$ cat src/rtl/sum_shift_decomposer.sv
// sum_shift_decomposer
// Recovers the canonical greedy digits s3/s2/s1 of a packed value
// V = s1 + 4*s2 + 16*s3 (digits 4 bits each) by restoring subtraction,
// one trial bit per clock: twelve trials, most significant weight first.
// Whatever the greedy pass cannot absorb is reported as residue.
// valid/ready handshakes on both the input and the result side.
// WIDTH must be at least 8 so that every trial weight (up to 2^7) fits.

module sum_shift_decomposer #(
  parameter int WIDTH = 8
) (
  input  logic             clk,
  input  logic             rst_n,
  input  logic             in_valid,
  output logic             in_ready,
  input  logic [WIDTH-1:0] in_v,
  output logic             out_valid,
  input  logic             out_ready,
  output logic [3:0]       s3,
  output logic [3:0]       s2,
  output logic [3:0]       s1,
  output logic [WIDTH-1:0] residue,
  output logic             exact
);

  typedef enum logic [1:0] {
    IDLE = 2'b00,
    CALC = 2'b01,
    DONE = 2'b10
  } state_t;

  localparam logic [3:0] LAST_STEP = 4'd11;

  state_t           state;
  state_t           state_next;
  logic [WIDTH-1:0] rem;
  logic [WIDTH-1:0] rem_next;
  logic [3:0]       step;
  logic [3:0]       step_next;
  logic [3:0]       dig3;
  logic [3:0]       dig2;
  logic [3:0]       dig1;
  logic [3:0]       dig3_next;
  logic [3:0]       dig2_next;
  logic [3:0]       dig1_next;

  // trial datapath signals
  logic [1:0]       digit_sel;
  logic [1:0]       bit_sel;
  logic [2:0]       shift_k;
  logic [3:0]       weight_pos;
  logic [WIDTH:0]   weight;
  logic [WIDTH:0]   trial;
  logic             borrow;
  logic [3:0]       bit_mask;

  // Trial subtraction for the current step: which digit, which bit, and
  // whether rem can absorb that bit's weight (no borrow out of WIDTH+1 bits).
  always_comb begin
    digit_sel  = step[3:2];
    bit_sel    = 2'd3 - step[1:0];
    case (digit_sel)
      2'd0:    shift_k = 3'd4;
      2'd1:    shift_k = 3'd2;
      2'd2:    shift_k = 3'd0;
      default: shift_k = 3'd0;
    endcase
    weight_pos = {1'b0, shift_k} + {2'b00, bit_sel};
    weight     = {{WIDTH{1'b0}}, 1'b1} << weight_pos;
    trial      = {1'b0, rem} - weight;
    borrow     = trial[WIDTH];
    bit_mask   = 4'b0001 << bit_sel;
  end

  // Next-state and working-register update for the IDLE/CALC/DONE sequence.
  always_comb begin
    state_next = state;
    rem_next   = rem;
    step_next  = step;
    dig3_next  = dig3;
    dig2_next  = dig2;
    dig1_next  = dig1;
    case (state)
      IDLE: begin
        if (in_valid && in_ready) begin
          rem_next   = in_v;
          step_next  = 4'd0;
          dig3_next  = 4'd0;
          dig2_next  = 4'd0;
          dig1_next  = 4'd0;
          state_next = CALC;
        end else begin
          state_next = IDLE;
        end
      end
      CALC: begin
        if (!borrow) begin
          rem_next = trial[WIDTH-1:0];
          case (digit_sel)
            2'd0:    dig3_next = dig3 | bit_mask;
            2'd1:    dig2_next = dig2 | bit_mask;
            2'd2:    dig1_next = dig1 | bit_mask;
            default: dig1_next = dig1;
          endcase
        end else begin
          rem_next = rem;
        end
        if (step == LAST_STEP) begin
          state_next = DONE;
        end else begin
          step_next = step + 4'd1;
        end
      end
      DONE: begin
        if (out_valid && out_ready) begin
          state_next = IDLE;
        end else begin
          state_next = DONE;
        end
      end
      default: begin
        state_next = IDLE;
      end
    endcase
  end

  // State and working registers; reset drops any operation in flight.
  always_ff @(posedge clk or negedge rst_n) begin
    if (!rst_n) begin
      state <= IDLE;
      rem   <= '0;
      step  <= 4'd0;
      dig3  <= 4'd0;
      dig2  <= 4'd0;
      dig1  <= 4'd0;
    end else begin
      state <= state_next;
      rem   <= rem_next;
      step  <= step_next;
      dig3  <= dig3_next;
      dig2  <= dig2_next;
      dig1  <= dig1_next;
    end
  end

  // Handshake flags registered from the next state so they track it exactly.
  always_ff @(posedge clk or negedge rst_n) begin
    if (!rst_n) begin
      in_ready  <= 1'b1;
      out_valid <= 1'b0;
    end else begin
      in_ready  <= (state_next == IDLE);
      out_valid <= (state_next == DONE);
    end
  end

  // Result registers load only on the final trial and hold until the next one.
  always_ff @(posedge clk or negedge rst_n) begin
    if (!rst_n) begin
      s3      <= 4'd0;
      s2      <= 4'd0;
      s1      <= 4'd0;
      residue <= '0;
      exact   <= 1'b0;
    end else if (state == CALC && step == LAST_STEP) begin
      s3      <= dig3_next;
      s2      <= dig2_next;
      s1      <= dig1_next;
      residue <= rem_next;
      exact   <= (rem_next == '0);
    end
  end

endmodule
$ cat config.mk
export PLATFORM = sky130hd
export DESIGN_NAME = sum_shift_decomposer
export DESIGN_NICKNAME = d
export VERILOG_FILES = /design/src/rtl/sum_shift_decomposer.sv
export SDC_FILE = /design/constraint.sdc
export NUM_CORES = 1
export LEC_CHECK = 0
export CORE_AREA = 3 3 70 72
export CTS_BUF_LIST = sky130_fd_sc_hd__clkbuf_8
export CTS_CLUSTER_DIAMETER = 50
export DETAILED_ROUTE_END_ITERATION = 8
export DIE_AREA = 0 0 73 75
export PLACE_DENSITY = 0.84
export SYNTH_ARGS = -nofsm -noshare
export SYNTH_HDL_FRONTEND = slang
export SYNTH_SLANG_ARGS = --single-unit
export TNS_END_PERCENT = 20
$ cat constraint.sdc
create_clock -name clk -period 6.75 [get_ports clk]
set_input_delay 1.0125 -clock clk [delete_from_list [all_inputs] [get_ports clk]]
set_output_delay 1.0125 -clock clk [all_outputs]
set_load 0.02 [all_outputs]
==> results_dict.tcl, run 1 <==
set metrics [dict create \
    cp.required_ns 6.94 \
    finalMaxSlewViolations 0 \
    ys.flop_type "dfrtp_1" \
    crit_path_start_kind "register" \
    die-area_sq_mm 0.00548 \
    layout_commonest_cell "dfrtp_1" \
    clockBufferDepth 2 \
    setup_viol_count_final 0 \
    grt_max_degree 50 \
    place_inst 326 \
    crit_fanout 14 \
    antenna_left 0 \
    synth.top_cell.area_share_pct 46.4 \
    cellLeakagePower_nw 1.41 \
    fin_tns_setup_ns 0 \
    multi_input_area_sq_mm 0.00127 \
    avgSynthCellArea_sq_um 10.4 \
    seq_area_frac_synth_pct 47.4 \
    fin_nets 306 \
    path_clk_slew_ns 0.09 \
    hold_class "reg2reg" \
    regArea_sq_mm 0.00123 \
    io_pins 35 \
    antenna_found_initial 0 \
    htreeDepth 2 \
    drive_above_1_share_pct 12.4 \
    postCtsHoldBufs 0 \
    gp_congestion 0.861 \
    n_antenna_cell 0 \
    yosysUniqueCellTypes 48 \
    slowest_delay_ns 0.81 \
    postLayoutCellArea_sq_mm 0.00309 \
    area_growth_pct 19.1 \
    fin_skew_ns 0.00842 \
    track_usage_pct 25.0 \
    first_pass_iters 4 \
    crit_path_end_kind "register" \
    min_period_ns 3.39 \
    drt_iter0_drc 163 \
    routed_wl_microns 6220 \
    syn-instance-count 250 \
    tritoncts "built" \
    initial_core_util_pct 59.5 \
    fp.dieW_microns 73 \
    yosys.area.top_type "dfrtp_1" \
    drt_drc_violations_left 0 \
    yosysWarningCount 0 \
    post_cts_resized 0 \
    layout.cells.non_filler 334 \
    netlist_area_sq_mm 0.00259 \
    vias 2050 \
    finalCritPeriodShare_pct 50.2 \
    relSlewSlack_pct 29.4 \
    core_sq_mm 0.00435 \
    cp_data_arrival_time_ns 3.58 \
    crit_type "reg2reg" \
    port_buffers 34 \
    drv_cap 0 \
    power_density_mw_per_mm2 600 \
    overflow 0 \
    nFillCells 325 \
    die_h_microns 75 \
    outcome "completed" \
    cts_root_buf "clkbuf_8" \
    place_area_sq_mm 0.00295 \
    layout_common_cells "dfrtp_1, clkdlybuf4s50_1, nand2_1" \
    cts_setup_buffers 0 \
    hold_violations 0 \
    synthesis.nets 275 \
    rsz0062_at_grt "no" \
    max_clock_freq_ghz 0.295 \
    synth_seq_cells 49 \
    synth_edf_count 0 \
    cts_buffers 5 \
    clk_latency_ns 0.31 \
    place_hpwl_microns 4530 \
    worst_pin_slew_ns 1.06 \
    synth_area_leaders "dfrtp_1, mux2_2, ha_1" \
    first_global_vias 1993 \
    rows 24 \
    async_flop_share_pct 100 \
    path_cells "inv_1 -> nor2_1 -> ha_1 -> fa_1 -> nand2b_1 -> a21o_4 -> a211oi_2 -> inv_1 -> o21ai_1 -> or3_1 -> o21ai_2" \
    cpMostUsedCell "inv_1" \
    ir_drop_v 0.000284 \
    grt_pass1_wl_microns 10300 \
    slowest_stage "a211oi_2" \
    viasPerCell 6.14 \
    numClockSinks 49 \
    routedWlPerCell_microns 18.6 \
]
-- power breakdown --
part	switching, mW	total [mW]	internal [mW]
logic	0.656	1.09	0.432
registers	0.0930	0.512	0.419
clock network	0.101	0.250	0.149
total	0.850	1.85	1.00
-- final cells by class --
type                            count  share of cell area (%)
Clock buffer                        5                    2.23
Clock inverter                      3                    2.23
Inverter                           13                    1.58
Multi-Input combinational cell    178                    41.2
Sequential cell                    49                    39.8
Tap cell                           52                    2.11
Timing Repair Buffer               34                    10.9
-- critical path, delay by kind of cell (launching register included) --
| kind | cells | cell delay, ns |
|---|---|---|
| adder cells (fa/ha/maj) | 2 | 0.59 |
| AO/OA/AOI/OAI | 4 | 1.40 |
| buffers and inverters | 2 | 0.33 |
| flip-flops | 1 | 0.48 |
| AND/OR/NAND/NOR | 3 | 0.48 |
-- Yosys cell counts (4+ instances only) --
library cell	n
o21ai_0	14
nor2b_1	5
xor2_1	4
a32o_1	11
nand3_1	10
nand2_1	31
dfrtp_1	48
ha_1	12
clkbuf_1	5
a21oi_1	10
nor2_1	12
nand2b_1	4
a22o_1	4
inv_1	13
mux2_2	14
buf_2	5
-- kinds of logic (layout without fill, tap and decap cells) --
group | after synthesis | count (layout) | share of synthesized area (%)
xor+xnor | 6 | 6 | 2.03
simple gates | 82 | 82 | 16.3
fa+ha+maj | 13 | 13 | 6.57
compound gates | 62 | 62 | 17.7
mux | 15 | 15 | 6.47
buf+inv | 23 | 55 | 3.57
flops | 49 | 49 | 47.4
-- per-layer routing --
layer / vias to the layer above / routed length [microns] / global-route usage (%)
met5: - / 0 / 0
met4: 0 / 116 / 8.40
met3: 12 / 328 / 3.60
met2: 78 / 2910 / 38.3
met1: 996 / 2860 / 36.4
li1: 964 / - / -
-- path summary, 6_finish.rpt --
kind,start,end,slack [ns],cells past startpoint
max,step[0],exact,3.36,11
min,dig2[0],dig2[0],0.48,2
max reg2reg,step[0],exact,3.36,11
min reg2reg,dig2[0],dig2[0],0.48,2
max in group asynchronous,rst_n,exact,5.20,1
min in group asynchronous,rst_n,dig2[0],0.89,1
-- flip-flops by register name, indices dropped and copies added, names as in the netlist --
name,count
dig2,4
in_ready,1
residue,8
rem,8
s2,4
dig1,4
state,2
s3,4
exact,1
s1,4
step,4
out_valid,1
dig3,4
-- per-stage QoR --
stage / hold slack (ns) / setup slack, ns / utilization, % / total power, mW
2_1_floorplan: 0.429 / 4.01 / - / 1.24
5_1_grt: 0.513 / 3.09 / 70.9 / 1.97
3_5_place_dp: 0.457 / 3.48 / 67.7 / 1.58
6_report: 0.479 / 3.36 / 70.9 / 1.85
4_1_cts: 0.479 / 3.43 / 70.9 / 1.84
3_3_place_gp: 0.449 / 3.60 / 67.7 / 1.56
(Power assumes the default switching activity.)
==> inputs of run 2 (changes only) <==
- CORE_AREA: 3 3 70 72 -> 3 3 72 74
- DIE_AREA: 0 0 73 75 -> 0 0 75 77
- PLACE_DENSITY: 0.84 -> 0.8
- clock period: 6.75 -> 3.5 ns (I/O delays scaled with it)
==> run 2 against run 1 <==
Effect of this change: utilization fell by 4.5 points; register-to-register slack got worse by 3.1 ns; clock power increased by 63%; critical path depth is the same; global-route usage decreased by 2.3 points; wire length shrank 2.5%; sequential share of layout area shrank 0.081 points; count of clock-buffer cells in the layout did not move; total power up 92%; cell area rose by 0.20%; flip-flop and latch count is the same; setup slack worse by 3.1 ns.
==> results_dict.tcl, run 2 (synthesis gave the netlist of run 1 again) <==
set metrics [dict create \
    outcome "completed" \
    r2r-start "step[0]" \
    crit_path_end_kind "register" \
    drt_drc_violations_left 0 \
    finalCritPeriodShare_pct 91.7 \
    slowest_delay_ns 0.49 \
    grt_max_degree 50 \
    drive_above_1_share_pct 13.3 \
    nFillCells 384 \
    n_antenna_cell 0 \
    path_cells "inv_1 -> nor2_1 -> ha_1 -> fa_1 -> nand2b_1 -> a21oi_1 -> o211ai_1 -> a22o_1 -> a21oi_1 -> nand4_1 -> o21ai_2" \
    die_h_microns 77 \
    slowest_stage "dfrtp_1" \
    overflow 0 \
    core_sq_mm 0.00466 \
    htreeDepth 2 \
    first_pass_iters 4 \
    cp.required_ns 3.74 \
    multi_input_area_sq_mm 0.00127 \
    setup_viol_count_final 0 \
    fin_skew_ns 0.00546 \
    top_regs "rem (8), residue (8)" \
    place_hpwl_microns 4350 \
    hold_violations 0 \
    max_clock_freq_ghz 0.312 \
    finalCoreUtilization_pct 66.3 \
    cpMostUsedCell "a21oi_1" \
    port_buffers 34 \
    gp_congestion 0.887 \
    grt_pass1_wl_microns 10100 \
    ir_drop_v 0.000574 \
    layout_commonest_cell "dfrtp_1" \
    postCtsHoldBufs 0 \
    crit_fanout 8 \
    first_global_vias 2066 \
    tritoncts "built" \
    viasPerCell 6.06 \
    rsz0062_at_grt "no" \
    cp_data_arrival_time_ns 3.45 \
    finalMaxSlewViolations 0 \
    routed_wl_microns 6060 \
    cts_root_buf "clkbuf_8" \
    area_growth_pct 19.3 \
    cts_setup_buffers 0 \
    crit_path_start_kind "register" \
    initial_core_util_pct 55.6 \
    antenna_left 0 \
    track_usage_pct 22.7 \
    relSlewSlack_pct 27.9 \
    worst_pin_slew_ns 1.08 \
    clockBufferDepth 2 \
    cellLeakagePower_nw 1.42 \
    power_density_mw_per_mm2 1150 \
    crit_type "reg2reg" \
    routedWlPerCell_microns 17.8 \
    hold_class "in2async" \
    cts_buffers 5 \
    numClockSinks 49 \
    min_period_ns 3.21 \
    vias 2062 \
    path_clk_slew_ns 0.09 \
    reg2regPathDepth 11 \
    post_cts_resized 0 \
    fin_tns_setup_ns 0 \
    r2r_slack_ns 0.29 \
    r2r_end "exact" \
    layout_common_cells "dfrtp_1, clkdlybuf4s50_1, nand2_1" \
    rows 25 \
    antenna_found_initial 0 \
    regArea_sq_mm 0.00123 \
    fin_nets 310 \
    die-area_sq_mm 0.00578 \
    clk_latency_ns 0.30 \
    drt_iter0_drc 108 \
    fp.dieW_microns 75 \
    io_pins 35 \
    drv_cap 0 \
]
-- run 2: changes by cell type in the layout (fill, tap and decap cells not counted) --
cell | previous run | this run
clkinv_4 | 0 | 1
inv_6 | 1 | 0
bufinv_16 | 2 | 1
buf_4 | 0 | 4
inv_1 | 13 | 14
-- run 2: cell type report --
class,count,share of cell area [%]
multi-input cells,178,41.1
flip-flops and latches,49,39.7
repair buffers,38,11.8
clock buffers,5,2.23
well taps,54,2.19
inverters,13,1.58
clock inverters,3,1.38
-- run 2: power by group --
group | internal (mW) | switching, mW
combinational | 0.880 | 1.27
sequential | 0.807 | 0.179
clock | 0.212 | 0.195
-- run 2: critical path, delay by kind of cell (launching register included) --
kind / cells / cell delay, ns
AO/OA/AOI/OAI: 5 / 1.30
adder cells (fa/ha/maj): 2 / 0.62
buffers and inverters: 1 / 0.25
flip-flops: 1 / 0.49
AND/OR/NAND/NOR: 3 / 0.49
-- run 2: per-layer routing --
layer	vias up	GRT usage [%]	share of wire [%]
met5	-	0	0
met4	0	7.30	1.5
met3	8	4.72	5.9
met2	70	34.4	47
met1	1010	32.3	45
li1	974	-	-
-- run 2: metrics by stage --
step / cell area (sq um) / setup WS, ns / total power, mW / instances / hold slack [ns]
2_1_floorplan: 2590 / 0.761 / 2.40 / 250 / 0.229
3_3_place_gp: 2980 / 0.484 / 3.09 / 332 / 0.457
3_5_place_dp: 2980 / 0.396 / 3.10 / 332 / 0.469
4_1_cts: 3090 / 0.334 / 3.53 / 340 / 0.462
5_1_grt: 3090 / 0.164 / 3.78 / 340 / 0.494
6_report: 3090 / 0.290 / 3.54 / 340 / 0.416
-- run 2: how the worst max path moves through the flow --
| stage | start | end | depth (start not counted) |
|---|---|---|---|
| after global placement | step[0] | exact | 11 |
| after global routing | step[0] | exact | 11 |
| after floorplan | step[0] | exact | 11 |
| final | step[0] | exact | 11 |
| after CTS | step[0] | exact | 11 |
| after detailed placement | step[0] | exact | 11 |
==> inputs of run 3 (changes only) <==
- CAP_MARGIN: not set -> 25
==> run 3 against run 2 <==
Effect of this change: critical path depth stayed put; total power is 0.55% lower; combinational power hardly changed; worst hold slack worse by 0.28 ns; register-to-register slack better by 0.04 ns; final cell count is 0.29% higher; cell area is 0.65% higher; fmax is 1.3% higher; critical path type unchanged; largest cell class unchanged.
==> results_dict.tcl, run 3 (synthesis gave the netlist of run 1 again) <==
set metrics [dict create \
    clockBufferDepth 2 \
    crit_fanout 8 \
    drt_drc_violations_left 0 \
    post_cts_resized 0 \
    postCtsHoldBufs 0 \
    max_clock_freq_ghz 0.316 \
    crit_type "reg2reg" \
    tritoncts "built" \
    numClockSinks 49 \
    cts_root_buf "clkbuf_8" \
    overflow 0 \
    grt_pass1_wl_microns 10400 \
    top_regs "rem (8), residue (8)" \
    area_growth_pct 20.1 \
    fin_tns_setup_ns 0 \
    die-area_sq_mm 0.00578 \
    rows 25 \
    track_usage_pct 23.3 \
    layout_commonest_cell "dfrtp_1" \
    fin_nets 311 \
    cp.required_ns 3.73 \
    outcome "completed" \
    port_buffers 34 \
    rsz0062_at_grt "no" \
    initial_core_util_pct 55.6 \
    core_sq_mm 0.00466 \
    power_density_mw_per_mm2 1130 \
    path_clk_slew_ns 0.09 \
    finalMaxSlewViolations 0 \
    viasPerCell 5.99 \
    drt_iter0_drc 133 \
    routed_wl_microns 6000 \
    fp.dieW_microns 75 \
    r2r-start "step[0]" \
    layout_common_cells "dfrtp_1, clkdlybuf4s50_1, nand2_1" \
    gp_congestion 0.887 \
    setup_viol_count_final 0 \
    reg2regPathDepth 11 \
    hold_violations 0 \
    finalCritPeriodShare_pct 90.5 \
    fin_skew_ns 0.00806 \
    clk_latency_ns 0.30 \
    io_pins 35 \
    crit_path_end_kind "register" \
    antenna_found_initial 0 \
    drive_above_1_share_pct 13.6 \
    whs_ns 0.131 \
    r2r_end "exact" \
    cp-startpoint "step[0]" \
    cp_data_arrival_time_ns 3.39 \
    vias 2041 \
    first_pass_iters 4 \
    routedWlPerCell_microns 17.6 \
    grt_max_degree 36 \
    min_period_ns 3.17 \
    cts_setup_buffers 0 \
    nFillCells 371 \
    n_antenna_cell 0 \
    r2r_slack_ns 0.33 \
    first_global_vias 2072 \
    hold_class "in2async" \
    worst_pin_slew_ns 0.751 \
    antenna_left 0 \
    htreeDepth 2 \
    die_h_microns 77 \
    relSlewSlack_pct 49.9 \
    ir_drop_v 0.000486 \
    crit_path_start_kind "register" \
    drv_cap 0 \
    cts_buffers 5 \
    cellLeakagePower_nw 1.43 \
    place_hpwl_microns 4510 \
]
## run 3: area by class of cell
cell class	count	area [sq um]	area share (%)
Inverter	13	48.8	1.57
Multi-Input combinational cell	178	1270	40.9
Tap cell	54	67.6	2.17
Clock inverter	3	42.5	1.37
Clock buffer	5	68.8	2.21
Timing Repair Buffer	39	385	12.4
Sequential cell	49	1230	39.4
## run 3: where the power goes
part	switching (mW)	total [mW]	internal, mW
registers	0.178	0.985	0.808
clock network	0.185	0.397	0.212
logic	1.26	2.14	0.882
## run 3: critical path, stage by stage (launching register included)
cell and delay (ns):
dfrtp_1 0.47, inv_1 0.24, nor2_1 0.09, ha_1 0.22
fa_1 0.40, nand2b_1 0.22, a21o_4 0.25, and4_1 0.18
nor4_2 0.39, nand3_1 0.15, or3_1 0.36, o21ai_2 0.12
## run 3: stage by stage
stage	total power [mW]	worst slack, ns	std cells	instance area [sq um]	utilization, %
after floorplan	2.40	0.761	250	2590	-
after global placement	3.09	0.484	332	2980	63.9
after detailed placement	3.11	0.380	333	3000	64.4
after CTS	3.52	0.331	341	3110	66.8
after global routing	3.80	0.0921	341	3110	66.8
final	3.52	0.332	341	3110	66.8
## run 3: metal layers
layer  share of wire (%)  global-route usage [%]  up-vias
li1                    -                       -      972
met1                  48                    34.6     1001
met2                  47                    34.8       61
met3                 4.6                    4.06        7
met4                 1.2                    6.58        0
met5                   0                       0        -
## run 3: worst max path at each step
| stage | end | slack [ns] | cells after the start |
|---|---|---|---|
| 2_1_floorplan | exact | 0.76 | 11 |
| 3_5_place_dp | exact | 0.38 | 11 |
| 5_1_grt | exact | 0.09 | 11 |
| 3_3_place_gp | exact | 0.48 | 11 |
| 4_1_cts | exact | 0.33 | 11 |
| 6_report | exact | 0.33 | 11 |
